## src/rtl/weighted_fifo_dispatcher_pkg.sv

```systemverilog
// Shared types and sizing helpers for the weighted round-robin dispatcher.
package dispatch_pkg;

  typedef enum logic [0:0] {
    LOAD = 1'b0,
    SEND = 1'b1
  } state_e;

  // Pointer and occupancy widths for a lane FIFO of the given depth.
  function automatic int ptr_w(input int depth);
    return $clog2(depth);
  endfunction

  function automatic int cnt_w(input int depth);
    return $clog2(depth) + 1;
  endfunction

endpackage

```

## src/rtl/weighted_fifo_dispatcher_if.sv

```systemverilog
// Input ready/valid stream feeding the dispatcher.
interface weighted_fifo_dispatcher_if #(
  parameter int WIDTH = 8
);
  logic             push;
  logic [WIDTH-1:0] data_in;
  logic             ready;

  modport master (output push, output data_in, input ready);
  modport slave  (input push, input data_in, output ready);
endinterface

```

## src/rtl/weighted_fifo_dispatcher_lane_fifo.sv

```systemverilog
// Show-ahead lane FIFO; head reads as zero while empty, full uses registered count only.
module lane_fifo
  import dispatch_pkg::*;
#(
  parameter int WIDTH = 8,
  parameter int DEPTH = 8
) (
  input  logic             clk,
  input  logic             rst,
  input  logic             push,
  input  logic             pop,
  input  logic [WIDTH-1:0] data_in,
  output logic [WIDTH-1:0] data_out,
  output logic             empty,
  output logic             full
);
  localparam int PW = ptr_w(DEPTH);
  localparam int CW = cnt_w(DEPTH);

  logic [WIDTH-1:0] mem [DEPTH];
  logic [PW-1:0]    wr_ptr;
  logic [PW-1:0]    rd_ptr;
  logic [CW-1:0]    count;
  logic             do_push;
  logic             do_pop;

  assign empty    = (count == '0);
  assign full     = (count == CW'(DEPTH));
  assign do_push  = push && !full;
  assign do_pop   = pop && !empty;
  assign data_out = empty ? '0 : mem[rd_ptr];

  always_ff @(posedge clk) begin
    if (do_push) mem[wr_ptr] <= data_in;
  end

  always_ff @(posedge clk or posedge rst) begin
    if (rst) begin
      wr_ptr <= '0;
      rd_ptr <= '0;
      count  <= '0;
    end else begin
      if (do_push) wr_ptr <= wr_ptr + PW'(1);
      if (do_pop)  rd_ptr <= rd_ptr + PW'(1);
      case ({do_push, do_pop})
        2'b10:   count <= count + CW'(1);
        2'b01:   count <= count - CW'(1);
        default: count <= count;
      endcase
    end
  end
endmodule

```

## src/rtl/weighted_fifo_dispatcher.sv

```systemverilog
// Distributes one input stream into NUM_REQS lane FIFOs by weighted round-robin.
module weighted_fifo_dispatcher
  import dispatch_pkg::*;
#(
  parameter int NUM_REQS = 4,
  parameter int WIDTH    = 8,
  parameter int DEPTH    = 8,
  parameter int QWID     = 4
) (
  input  logic                          clk,
  input  logic                          rst,
  weighted_fifo_dispatcher_if.slave     bus,
  input  logic [NUM_REQS*QWID-1:0]      quantums,
  input  logic [NUM_REQS-1:0]           pop,
  output logic [NUM_REQS*WIDTH-1:0]     flat_data_out,
  output logic [NUM_REQS-1:0]           empty,
  output logic [NUM_REQS-1:0]           full,
  output logic [$clog2(NUM_REQS)-1:0]   sel
);
  localparam int SW = $clog2(NUM_REQS);

  state_e              state;
  logic [QWID-1:0]     cnt;
  logic [QWID-1:0]     quantum [NUM_REQS];
  logic [QWID-1:0]     q_sel;
  logic [NUM_REQS-1:0] lane_push;
  logic                accept;

  function automatic logic [SW-1:0] next_lane(input logic [SW-1:0] s);
    return (s == SW'(NUM_REQS - 1)) ? '0 : s + SW'(1);
  endfunction

  assign q_sel     = quantum[sel];
  assign bus.ready = (state == SEND) && !full[sel];
  assign accept    = bus.push && bus.ready;

  genvar i;
  generate
    for (i = 0; i < NUM_REQS; i++) begin : g_lane
      assign quantum[i]   = quantums[i*QWID +: QWID];
      assign lane_push[i] = accept && (sel == SW'(i));

      lane_fifo #(
        .WIDTH (WIDTH),
        .DEPTH (DEPTH)
      ) u_fifo (
        .clk      (clk),
        .rst      (rst),
        .push     (lane_push[i]),
        .pop      (pop[i]),
        .data_in  (bus.data_in),
        .data_out (flat_data_out[i*WIDTH +: WIDTH]),
        .empty    (empty[i]),
        .full     (full[i])
      );
    end
  endgenerate

  // A full lane stalls the stream rather than being skipped, so lane order stays fixed.
  always_ff @(posedge clk or posedge rst) begin
    if (rst) begin
      state <= LOAD;
      sel   <= '0;
      cnt   <= '0;
    end else begin
      case (state)
        LOAD: begin
          cnt <= q_sel;
          if (q_sel == '0) sel <= next_lane(sel);
          else             state <= SEND;
        end
        SEND: begin
          if (accept) begin
            cnt <= cnt - QWID'(1);
            if (cnt == QWID'(1)) begin
              sel   <= next_lane(sel);
              state <= LOAD;
            end
          end
        end
        default: state <= LOAD;
      endcase
    end
  end
endmodule

```

## src/flat_wrapper.sv

```systemverilog
// flat-port wrapper written by rule: the top's interface ports become plain ports
module weighted_fifo_dispatcher_flat import dispatch_pkg::*;
#(
  parameter int NUM_REQS = 4,
  parameter int WIDTH    = 8,
  parameter int DEPTH    = 8,
  parameter int QWID     = 4
)
  (clk, rst, quantums, pop, flat_data_out, empty, full, sel, bus_push, bus_data_in, bus_ready);
  weighted_fifo_dispatcher_if #(.WIDTH(WIDTH)) bus_i ();
  input  logic clk;
  input  logic rst;
  input  logic [NUM_REQS*QWID-1:0] quantums;
  input  logic [NUM_REQS-1:0] pop;
  output logic [NUM_REQS*WIDTH-1:0] flat_data_out;
  output logic [NUM_REQS-1:0] empty;
  output logic [NUM_REQS-1:0] full;
  output logic [$clog2(NUM_REQS)-1:0] sel;
  input wire logic [$bits(bus_i.push)-1:0] bus_push;
  input wire logic [$bits(bus_i.data_in)-1:0] bus_data_in;
  output wire logic [$bits(bus_i.ready)-1:0] bus_ready;
  assign bus_i.push = bus_push;
  assign bus_i.data_in = bus_data_in;
  assign bus_ready = bus_i.ready;
  weighted_fifo_dispatcher #(.NUM_REQS(NUM_REQS), .WIDTH(WIDTH), .DEPTH(DEPTH), .QWID(QWID)) u_core (.clk(clk), .rst(rst), .bus(bus_i), .quantums(quantums), .pop(pop), .flat_data_out(flat_data_out), .empty(empty), .full(full), .sel(sel));
endmodule
```

## config.mk

```make
export PLATFORM = sky130hd
export DESIGN_NAME = weighted_fifo_dispatcher_flat
export DESIGN_NICKNAME = d
export VERILOG_FILES = /design/src/rtl/weighted_fifo_dispatcher_pkg.sv /design/src/rtl/weighted_fifo_dispatcher_if.sv /design/src/rtl/weighted_fifo_dispatcher_lane_fifo.sv /design/src/rtl/weighted_fifo_dispatcher.sv /design/src/flat_wrapper.sv
export SDC_FILE = /design/constraint.sdc
export NUM_CORES = 1
export LEC_CHECK = 0
export ABC_AREA = 1
export CAP_MARGIN = 25
export CORE_ASPECT_RATIO = 1.4
export CORE_MARGIN = 2
export CORE_UTILIZATION = 40
export DETAILED_ROUTE_END_ITERATION = 10
export HOLD_SLACK_MARGIN = 0.05
export SYNTH_ARGS = -nofsm -noshare
export SYNTH_HDL_FRONTEND = slang
export SYNTH_HIERARCHICAL = 1
export SYNTH_SLANG_ARGS = --single-unit
```

## constraint.sdc

```tcl
create_clock -name clk -period 2.55 [get_ports clk]
set_input_delay 0.6375 -clock clk [delete_from_list [all_inputs] [get_ports clk]]
set_output_delay 0.6375 -clock clk [all_outputs]
set_load 0.03 [all_outputs]
```

Yosys cells after proc, flatten, opt, wreduce, memory -nomap -nowiden
Memories as Yosys holds them, arrays and structs flattened.
Index checks and enable logic that the tools add are counted.
W data, S select, Z words.
Storage, ports and cells
  bits in registers: 47
  bits in latches: 0
  RAM bits: 256
  bits in read-only memories: 0
  input port bits: 31
  output and inout port bits: 43
  word-level logic and storage cells: 126
  memories kept: 4
Memories
  u_core.g_lane[0].u_fifo.mem: depth 8, bits a word 8, read ports 1, clocked after memory_dff 0, wr ports 1, RTL line weighted_fifo_dispatcher_lane_fifo.sv:20  | logic [WIDTH-1:0] mem [DEPTH];
  u_core.g_lane[1].u_fifo.mem: depth 8, bits a word 8, read ports 1, clocked after memory_dff 0, wr ports 1, RTL line weighted_fifo_dispatcher_lane_fifo.sv:20
  u_core.g_lane[2].u_fifo.mem: depth 8, bits a word 8, read ports 1, clocked after memory_dff 0, wr ports 1, RTL line weighted_fifo_dispatcher_lane_fifo.sv:20
  u_core.g_lane[3].u_fifo.mem: depth 8, bits a word 8, read ports 1, clocked after memory_dff 0, wr ports 1, RTL line weighted_fifo_dispatcher_lane_fifo.sv:20
Cells by class
  add/subtract/negate cells: 18
  $mul: 0
  divide/modulo/power cells: 0
  $lt $le $gt $ge: 2
  equal/unequal tests: 19
  shift operators: 0
  multiplexer cells: 32
  bitwise operators: 2
  reduce and logical (&&, ||, !) cells: 34
Operator list (count)
  $pmux W4 S2: 5
  $mux W8: 4
  $add A3 B1 Y3 const B: 8
  $logic_not A4 Y1: 5
  $sub A4 B1 Y4 const B: 5
  $add A4 B1 Y4 const B: 4
  $eq A4 B4 Y1 const B: 4
  $logic_and A1 B1 Y1: 14
  $eq A2 B2 Y1 const B: 6
  $mux W1: 12
  $mux W4: 3
  $eq A2 B1 Y1 const B: 5
  $logic_not A1 Y1: 9
  $bmux W4 S2: 1
  $mux W2: 4
  $reduce_bool A2 Y1: 4
  $eq A4 B1 Y1 const B: 1
  $ne A2 B2 Y1 const B: 2
  $pmux W2 S2: 1
  $ge A3 B3 Y1 const B: 1
  $lt A2 B3 Y1 const B: 1
  $not A2 Y3: 1
  $reduce_and A3 Y1: 1
  $add A2 B1 Y2 const B: 1
  5 further kinds: 5

Longest topological paths before layout
  word-level depth: 10
  mapped depth: 18

By module
The synthesis kept the hierarchy.
By module, submodules not included
  lane_fifo at u_core.g_lane[0].u_fifo ...: instances 3, cells an instance 269, area an instance 3154.3 um^2, sequential area each 2172.1 um^2
  lane_fifo at u_core.g_lane[3].u_fifo: instances 1, cells an instance 270, area an instance 3156.8 um^2, sequential area each 2172.1 um^2
  weighted_fifo_dispatcher: instances 1, cells an instance 121, area an instance 749.5 um^2, sequential area each 175.2 um^2

Worst setup path after synthesis
Ideal clock, no wire load.
  path kind: register to register
  start: reg u_core.sel[0]
  end: reg u_core.g_lane[3].u_fifo.count[2]
  setup time: 0.082 ns
  arrival: 2.533 ns
  required time: 2.468 ns
  setup slack: -0.065 ns
  stages on the path, launching flop included: 17
  buffers on the path: 1
  cell sequence: dfrtp_1 inv_2 buf_6 nand2_2 nand3_2 a21oi_4 nand2_4 nor2_1 nand2_2 ha_1 nand2_1 inv_1 nor2_1 ha_1 a21oi_1 or2_1 a31oi_1
On the way
  word-level cells in the longest chain between the ends: 9
RTL lines
  start, declared: RTL line weighted_fifo_dispatcher.sv:18  | output logic [$clog2(NUM_REQS)-1:0] sel
  start signal, assigned: RTL line weighted_fifo_dispatcher.sv:69  | if (q_sel == '0) sel <= next_lane(sel);
  start signal, assigned: RTL line weighted_fifo_dispatcher.sv:76  | sel <= next_lane(sel);
  $bmux W1 S2 *: RTL line weighted_fifo_dispatcher.sv:34  | assign bus.ready = (state == SEND) && !full[sel];
  $mux W1 (implied by the code) *: RTL line weighted_fifo_dispatcher.sv:34
  $logic_not A1 Y1 *: RTL line weighted_fifo_dispatcher.sv:34
  $logic_and A1 B1 Y1 *: RTL line weighted_fifo_dispatcher.sv:34
  via bus_ready: RTL line flat_wrapper.sv:21  | output wire logic [$bits(bus_i.ready)-1:0] bus_ready;
  $logic_and A1 B1 Y1 *: RTL line weighted_fifo_dispatcher.sv:35  | assign accept = bus.push && bus.ready;
  $logic_and A1 B1 Y1 *: RTL line weighted_fifo_dispatcher.sv:41  | assign lane_push[i] = accept && (sel == SW'(i));
  via u_core.lane_push[3]: RTL line weighted_fifo_dispatcher.sv:26  | logic [NUM_REQS-1:0] lane_push;
  $logic_and A1 B1 Y1 *: RTL line weighted_fifo_dispatcher_lane_fifo.sv:29  | assign do_push = push && !full;
  $eq A2 B1 Y1 / $eq A2 B2 Y1 (equally long branches): RTL line weighted_fifo_dispatcher_lane_fifo.sv:45  | case ({do_push, do_pop})
  $pmux W4 S2 / $reduce_bool A2 Y1 (equally long branches)
  end signal, assigned: RTL line weighted_fifo_dispatcher_lane_fifo.sv:46  | 2'b10: count <= count + CW'(1);
  end signal, assigned: RTL line weighted_fifo_dispatcher_lane_fifo.sv:47  | 2'b01: count <= count - CW'(1);
  end signal, assigned: RTL line weighted_fifo_dispatcher_lane_fifo.sv:48  | default: count <= count;
  end, declared: RTL line weighted_fifo_dispatcher_lane_fifo.sv:23  | logic [CW-1:0] count;
The timed path passes the listed nets; every way through them passes the cells marked *. The select of a mux whose other input is x is not followed.
A chain may end at the register's enable or synchronous reset.

Worst setup path after layout
  start: reg u_core.g_lane[1].u_fifo.rd_ptr[0]
  end: out flat_data_out[9]
On the way
  word-level cells in the longest chain between the ends: 2
RTL lines
  start, declared: RTL line weighted_fifo_dispatcher_lane_fifo.sv:22  | logic [PW-1:0] rd_ptr;
  start signal, assigned: RTL line weighted_fifo_dispatcher_lane_fifo.sv:44  | if (do_pop) rd_ptr <= rd_ptr + PW'(1);
  $mem_v2 Z8 W8
  $mux W8: RTL line weighted_fifo_dispatcher_lane_fifo.sv:31  | assign data_out = empty ? '0 : mem[rd_ptr];
  end, declared: RTL line flat_wrapper.sv:15  | output logic [NUM_REQS*WIDTH-1:0] flat_data_out;
Every way passes these cells.

==> metrics.cfg <==
[synth]
netlist_instances=1198
synth_area_mm2=0.01337
syn_nets=1255
yosysWarnings=6
ys_types=29
synth-seq-cells=303
syn_area_per_cell_um2=11.16
seq_area_frac_synth=0.6630

[hold_path]
min-delay-path-class=flop to flop
min-delay-start=u_core/g_lane[1].u_fifo/wr_ptr[0]
holdPathStages=2

[outcome]
violations=negative setup slack
status=finished with violations

[setup_path]
critPathMaxFanout=8
path_class=flop to primary output
setup.worst_path.start=u_core/g_lane[1].u_fifo/rd_ptr[0]
crit_path_end_kind=primary output
rr_worst_depth=16
crit_arrival_ns=2.04
r2r_slack_ns=0.16
cp.required_ns=1.91
cp-start-kind=flop
r2r-start=u_core/g_lane[1].u_fifo/count[0]

[cells_and_area]
post-route-util=0.5308
area_growth_pct=31.47
antenna_cells_inserted=0
nets=1462
drive_above_1_share=0.2971

[placed_design]
portBuffers=73
place_congestion=0.7820
dp_hpwl_mm=19.30
pre_cts_slack_ns=-0.03411

[clocking]
clockBufferDepth=3
cts_tree=built
clk_pin_slew_ns=0.07
cts_root_buf=clkbuf_16
ctsHtreeMaxLevel=1
cts.sinks=303
clk_latency_ns=0.56
cts_made_buffers=28

[route]
drt-total-wl_mm=31.86
antenna_left=0
vias_per_cell=4.948
num_vias=9263
wire_per_inst_um=17.02
drc=0
drt_iter0_drc=507
drt-pass1-iter-count=5

[floorplan]
ios=74
die_w_um=158.5
core_area_mm2=0.03311
start_util=0.4037
die_y_um=220.3
die-area_mm2=0.03492
rows=79

[timing]
hold_viol=0
drv_slew=0
max_freq_mhz=374.1
slew-limit-headroom=0.5803
fin_crit_sh=1.048
worst_pin_slew_ns=0.6295
fin_crit_ns=2.673
skew_ns=0.009531
setup_violations=24
final.setup.worst_slack_ns=-0.1234
rsz0062_at_grt=yes

[power]
vdd_drop_max_v=0.0007869
p_leak_nw=6.847
pwr_density_cell_mw_per_mm2=1285

[global_routing]
grtUsageMet2=0.3425
grt_max_degree=33
grt_first_pass_wirelength_mm=49.33
antenna_found_initial=0
grt_use_met3=0.02389
grt_pass1_vias=9283
grt_use_met1=0.2116
top_usage_layer=met2
track_usage=0.1832
gr-total-overflow=0

[flow_run]
maxCapViolations=0

[power breakdown]
part / internal, mW / switching (mW) / leakage (nW)
registers: 5.96 / 0.572 / 2.85
clock network: 2.59 / 1.86 / 0.482
logic: 5.01 / 6.59 / 3.51
[registers in the layout, indices dropped and copies added (netlist names)]
signal                       flops
u_core/sel                       2
u_core/g_lane.u_fifo/count      16
u_core/cnt                       4
u_core/state                     1
u_core/g_lane.u_fifo/mem       256
u_core/g_lane.u_fifo/wr_ptr     12
u_core/g_lane.u_fifo/rd_ptr     12
[through the flow]
| step | total power, mW | std cells | TNS, ns | cell area [um^2] | hold WS (ns) |
|---|---|---|---|---|---|
| after global placement | 15.23 | 1763 | -0.007967 | 14950 | 0.5126 |
| after global routing | 23.95 | 1872 | -3.863 | 17580 | 0.5590 |
| after CTS | 21.77 | 1857 | -1.396 | 16970 | 0.5402 |
| final | 22.58 | 1872 | -1.256 | 17580 | 0.5331 |
| after floorplan | 12.53 | 1198 | -0.01306 | 13370 | 0.4408 |
| after detailed placement | 15.32 | 1763 | -0.2567 | 14950 | 0.5245 |
[Yosys cell counts, drive strengths merged]
cell type	count	area, um^2
or2	5	31.28
nor2	281	1075
o211ai	32	260.3
edfxtp	256	7687
nand4	1	6.260
ha	26	325.3
inv	84	315.3
nand3	29	175.2
xor2	12	105.1
o22ai	32	200.2
o21ai	150	765.7
clkbuf	4	15.01
buf	38	339.1
a31oi	1	6.260
a21oi	5	36.29
nand2	182	735.7
dfrtp	47	1176
xnor2	13	113.9
[area by class of cell]
| cell class | count | area [um^2] |
|---|---|---|
| flip-flops and latches | 303 | 8872 |
| clock buffers | 36 | 782.0 |
| fillers | 2819 | 15540 |
| multi-input cells | 769 | 4508 |
| repair buffers | 218 | 2282 |
| well taps | 445 | 556.8 |
| clock inverters | 16 | 211.5 |
| inverters | 84 | 356.6 |
| repair inverters | 1 | 7.507 |
[per-layer routing]
layer  share of wire  up-vias
li1                -     4528
met1            0.39     4459
met2            0.54      209
met3           0.040       67
met4           0.035        0
met5               0        -
[logic make-up after synthesis]
group	Yosys count	synth area share
flip-flops	303	0.6630
XOR/XNOR	25	0.01638
AO/OA/AOI/OAI	220	0.09490
buffers and inverters	126	0.05007
AND/OR/NAND/NOR	498	0.1513
adder cells (fa/ha/maj)	26	0.02433
[critical path, stage by stage, from the launching register on]
cell      delay [ns]
dfrtp_1         0.39
buf_6           0.14
buf_12          0.13
buf_16          0.14
nor2_2          0.09
nor2_1          0.04
o21ai_1         0.11
o211ai_1        0.12
nand2_1         0.11
nor2_2          0.06
buf_6           0.14
[placed cells by master, fill, tap and decap left out, drive strengths merged, types with 3 or more instances in the layout]
| cell type | count |
|---|---|
| dfrtp | 47 |
| ha | 26 |
| clkbuf | 41 |
| clkinv | 15 |
| a21oi | 5 |
| o22ai | 32 |
| dlygate4sd2 | 5 |
| xnor2 | 13 |
| edfxtp | 256 |
| inv | 79 |
| o211ai | 32 |
| clkdlybuf4s50 | 32 |
| nor2 | 281 |
| bufinv | 4 |
| nand2 | 182 |
| clkinvlp | 3 |
| nand3 | 29 |
| o21ai | 150 |
| xor2 | 12 |
| buf | 175 |
| or2 | 5 |
[final timing paths]
check | endpoint
worst max-delay path | flat_data_out[9]
worst min-delay path | u_core/g_lane[1].u_fifo/wr_ptr[0]
worst max register to register | u_core/g_lane[0].u_fifo/count[2]
worst min register to register | u_core/g_lane[1].u_fifo/wr_ptr[0]
max in group asynchronous | u_core/g_lane[0].u_fifo/rd_ptr[0]
min in group asynchronous | u_core/sel[0]
[what timing repair did]
action / CTS / global route
hold buffers: 0 / 0
gates resized for setup: 174 / 145
pin swaps: 70 / 84
buffers inserted: 29 / 20
cloned: 13 / 3
endpoints found under the setup margin: 41 / 82
(Power assumes the default switching activity.)
